===== src/rtl/sine_filt.sv =====
// sine_filt: 21-tap symmetric low-pass FIR, 1s17 in/out, unity DC gain.
// Pipeline: delay line -> pre-add -> multiply -> sum/scale/saturate.
module sine_filt (
  input  logic               clk,
  input  logic               reset,
  input  logic signed [17:0] x_in,
  output logic signed [17:0] y
);

  localparam logic signed [17:0] H [0:10] = '{
    -18'sd512,  -18'sd768,  -18'sd512,  18'sd512,
    18'sd2048,  18'sd3584,  18'sd5632,  18'sd9216,
    18'sd16384, 18'sd18432, 18'sd23040
  };

  localparam logic signed [41:0] YMAX = 42'sd131071;
  localparam logic signed [41:0] YMIN = -42'sd131072;

  logic signed [17:0] xd [0:20];
  logic signed [18:0] pa [0:10];
  logic signed [36:0] pr [0:10];
  logic signed [41:0] acc;
  logic signed [41:0] sh;
  logic signed [17:0] ysat;

  always_ff @(posedge clk) begin
    if (reset) begin
      for (int k = 0; k < 21; k++) xd[k] <= '0;
    end else begin
      xd[0] <= x_in;
      for (int k = 1; k < 21; k++) xd[k] <= xd[k-1];
    end
  end

  // fold mirrored taps; centre tap passes through sign-extended
  always_ff @(posedge clk) begin
    if (reset) begin
      for (int k = 0; k < 11; k++) pa[k] <= '0;
    end else begin
      for (int k = 0; k < 10; k++)
        pa[k] <= {xd[k][17], xd[k]} + {xd[20-k][17], xd[20-k]};
      pa[10] <= {xd[10][17], xd[10]};
    end
  end

  always_ff @(posedge clk) begin
    if (reset) begin
      for (int k = 0; k < 11; k++) pr[k] <= '0;
    end else begin
      for (int k = 0; k < 11; k++)
        pr[k] <= $signed({{18{pa[k][18]}}, pa[k]})
               * $signed({{19{H[k][17]}}, H[k]});
    end
  end

  always_comb begin
    acc = '0;
    for (int k = 0; k < 11; k++)
      acc = acc + $signed({{5{pr[k][36]}}, pr[k]});
    sh = acc >>> 17;
    ysat = sh[17:0];
    if (sh > YMAX)      ysat = 18'sd131071;
    else if (sh < YMIN) ysat = -18'sd131072;
  end

  always_ff @(posedge clk) begin
    if (reset) y <= '0;
    else       y <= ysat;
  end

endmodule


===== config.mk =====
export PLATFORM = sky130hd
export DESIGN_NAME = sine_filt
export DESIGN_NICKNAME = d
export VERILOG_FILES = /design/src/rtl/sine_filt.sv
export SDC_FILE = /design/constraint.sdc
export NUM_CORES = 2
export LEC_CHECK = 0
export BUFFER_PORTS_ARGS = -buffer_cell sky130_fd_sc_hd__buf_2
export CAP_MARGIN = 20
export CORE_ASPECT_RATIO = 0.75
export CORE_MARGIN = 8
export CORE_UTILIZATION = 50
export DETAILED_ROUTE_END_ITERATION = 12
export GPL_ROUTABILITY_DRIVEN = 0
export GPL_TIMING_DRIVEN = 0
export PLACE_DENSITY = 0.64
export SETUP_SLACK_MARGIN = 0.5
export SYNTH_ARGS = -nofsm -noshare
export SYNTH_HDL_FRONTEND = slang
export SYNTH_SLANG_ARGS = --single-unit

===== constraint.sdc =====
create_clock -name clk -period 7.9 [get_ports clk]
set_input_delay 0.395 -clock clk [delete_from_list [all_inputs] [get_ports clk]]
set_output_delay 0.395 -clock clk [all_outputs]
set_load 0.03 [all_outputs]

==> summary.md <==
| Metric | Value |
|---|---|
| Final-report hold violation count | 0 |
| Final core utilization | 0.5566 |
| DIE AREA | 0.1013 mm² |
| Warning count from the yosys run | 0 |
| Place WS | 1220 ps |
| Syn_nets | 5,506 |
| Max-slew headroom | 0.2431 |
| Buffers on Ports | 36 |
| Final hold slack | around 430 ps |
| Layout cell share with drive strength beyond 1 | 0.05154 |
| Area grow syn2layout | 10.90% |
| Dpl hpwl | 100.6 mm |
| Crit path kind | reg -> reg |
| Most common library cells after synthesis | dfxtp_1, inv_1, nor2b_1, ha_1, nor2_1 |
| Post-synthesis sequential area ratio | 0.3681 |
| Initial antenna violation count | 5 |
| Worst Setup End Kind | register |
| Routed wire length | between 100 and 150 mm |
| TritonCTS Sinks | between 800 and 900 |
| PwrDens | 211.4 mW/mm² |
| ANT nets after route | 0 |
| Synthesized area | between 0.04 and 0.05 mm² |
| CP startpoint kind | register |
| Fillers | 8,067 |
| GRT Total Usage | 0.2439 |
| Crit path max fanout | 10 |
| First-pass GRT wire length | 187.1 mm |
| Total CTS buffers | between 80 and 90 |
| Drt initial violations | ~2,700 |
| Slowest-stage cell, CP | fa_1 |
| Gr ovfl total | 0 |
| Yosys reg bits | 839 |
| Maximum root-to-sink buffer count | 3 |
| Largest area contributor in the netlist | dfxtp_1 |
| Slowest cell delay on critical path | 620 ps |
| Tcrit/Tclk final | 0.8437 |
| Final Setup Violations | 0 |
| Skew-Pair Late Insertion Delay | 650 ps |
| IO Pins | 38 |
| RSZ-0062 raised after global routing | no |
| Core area | roughly 0.09 mm² |
| TNS Setup | 0 ps |
| Vias in the first global route | 30,580 |
| CTS tree | built |
| WL/cell | 20.20 µm |
| Synth top area share | 0.3681 |
| Max IR drop VDD | roughly 0.23 mV |
| CTS clk-pin slew, worst paths | 60 ps |
| Die Wd | 364.8 µm |
| Worst min-delay path class | reg -> reg |
| ANT cells | 0 |
| Leakage power | 24.13 nW |
| Fraction of registers with async set/reset | 0 |
| Via count | 31,310 |
| Status | complete, no violations |
| Clock skew | ~21 ps |
| Multi-input gate area | between 0.02 and 0.03 mm² |
| Worst EP arrival | 7190 ps |
| Critical Path, Cell by Cell | inv_1, fa_1, inv_1, fa_1, fa_1, fa_1, inv_1, fa_1, inv_1, ha_1, nand2_1, nor2_1, a21o_4, nor4_4, o41ai_4, a311oi_2, o31ai_1, a21oi_2, xnor2_2, o41a_1, buf_6, buf_8, o21a_1 |
| Max cap viols | 0 |
| CP top delay family | adder cells |
| WP data required | 8420 ps |
| Final Worst Setup Slack | roughly 1200 ps |
| Register area | about 0.017 mm² |
| Post-CTS Resized | 0 |
| Slew at the pin closest to its max-slew limit | 1135 ps |
| CP most frequent cell | fa_1 |
| Root Driver | clkbuf_16 |
| DIE HEIGHT | ~280 µm |
| Residual DRC | 0 |
| Top cells by area, synth | dfxtp_1, fa_1, ha_1 |
| Max Freq | 150.0 MHz |
| Cell Rows | 96 |
| Fin nets | 5,652 |
| Vias per inst | 5.104 |
| Cells after Synth | 4,693 |
| Synth cell types | 82 |
| Ys flop type | dfxtp_1 |
| Tmin final | 6665 ps |
| Syn_area_per_cell | 9.723 µm² |
| Initial Utilization | 0.5018 |
| Slew Limit Fails | 0 |
| CTS H-tree depth | 3 |
| Largest net degree at the start of global routing | 16 |
| Drt first pass iters | 6 |
| Most numerous cell in the Yosys netlist | dfxtp_1 |
| EDFF count, synth | 0 |
| Critical path buffers and inverters | 6 |
## power by group
part	leakage, nW	internal, mW	switching, mW	total (mW)
Sequential	6.80	4.34	0.0471	4.38
Clock	1.45	2.52	1.80	4.32
Combinational	15.9	0.781	1.21	1.99
## cell usage in the layout (no fill, tap or decap), types with 22 or more instances in the layout
cell type	count
xor2_1	96
and2_1	23
nor2_1	388
nand2_1	100
clkbuf_1	97
nand3_1	41
fa_1	314
o21ai_0	118
or3_1	28
and3_1	36
dfxtp_1	839
o21a_1	48
a21o_1	70
a21oi_1	153
a211oi_1	42
inv_1	771
buf_2	36
xnor2_1	149
ha_1	479
o21bai_1	28
nor3_1	112
clkbuf_16	86
nor2b_1	489
nand2b_1	39
a31oi_1	22
## metal layers
metal,track usage,part of all wire,up-vias
li1,-,-,15280
met1,0.3859,0.51,14930
met2,0.3380,0.39,952
met3,0.04943,0.080,151
met4,0.04978,0.020,0
met5,0,0,-
## through the flow
step / cell area, µm² / instances / power, mW
after CTS: 50610 / 6134 / 10.76
after detailed placement: 47440 / 5959 / 6.456
final: 50610 / 6134 / 10.70
after global routing: 50610 / 6134 / 11.21
after global placement: 47340 / 5954 / 6.437
after floorplan: 45630 / 4693 / 5.927
## worst paths after layout
path,start,end,slack (ps),cells after the start
max,pr[0][96],y[9],1240,23
min,xd[0][191],xd[0][209],430,1
max reg2reg,pr[0][96],y[9],1240,23
min reg2reg,xd[0][191],xd[0][209],430,1
## final cells by class
class	instances	share of cell area
multi-input cells	2982	0.5042
flip-flops and latches	839	0.3319
inverters	771	0.05719
clock buffers	116	0.04831
well taps	1225	0.03029
clock inverters	41	0.01080
repair buffers	59	0.008851
plain buffers	101	0.008505
## cells by family (layout without fill, tap and decap cells)
logic type                 Yosys count  count (layout)  share of synthesized area
xor gates and xnor gates           246             246                    0.04738
AOI/OAI and AO/OA                  605             605                    0.08725
and+or+nand+nor                   1331            1331                     0.1538
DFF                                839             839                     0.3681
buffers and inverters              872            1088                    0.07277
muxes                                7               7                   0.001645
adders and majority gates          793             793                     0.2691
## worst register-to-register path: cells and delay by family (launching register included)
| kind | cells | cell delay (ps) |
|---|---|---|
| xor gates and xnor gates | 1 | 150 |
| AOI/OAI and AO/OA | 7 | 2180 |
| DFF | 1 | 360 |
| buffers and inverters | 6 | 520 |
| and+or+nand+nor | 3 | 280 |
| adders and majority gates | 6 | 3050 |
## registers in the layout, indices dropped and copies added (netlist names)
signal / cells
xd: 378
pa: 190
y: 18
pr: 253
## timing repair
item	4_1_cts	5_1_grt
hold buffers	18	0
hold endpoints to repair	18	0
buffers inserted	0	0
Note: power is estimated with default switching activity, not from simulation.
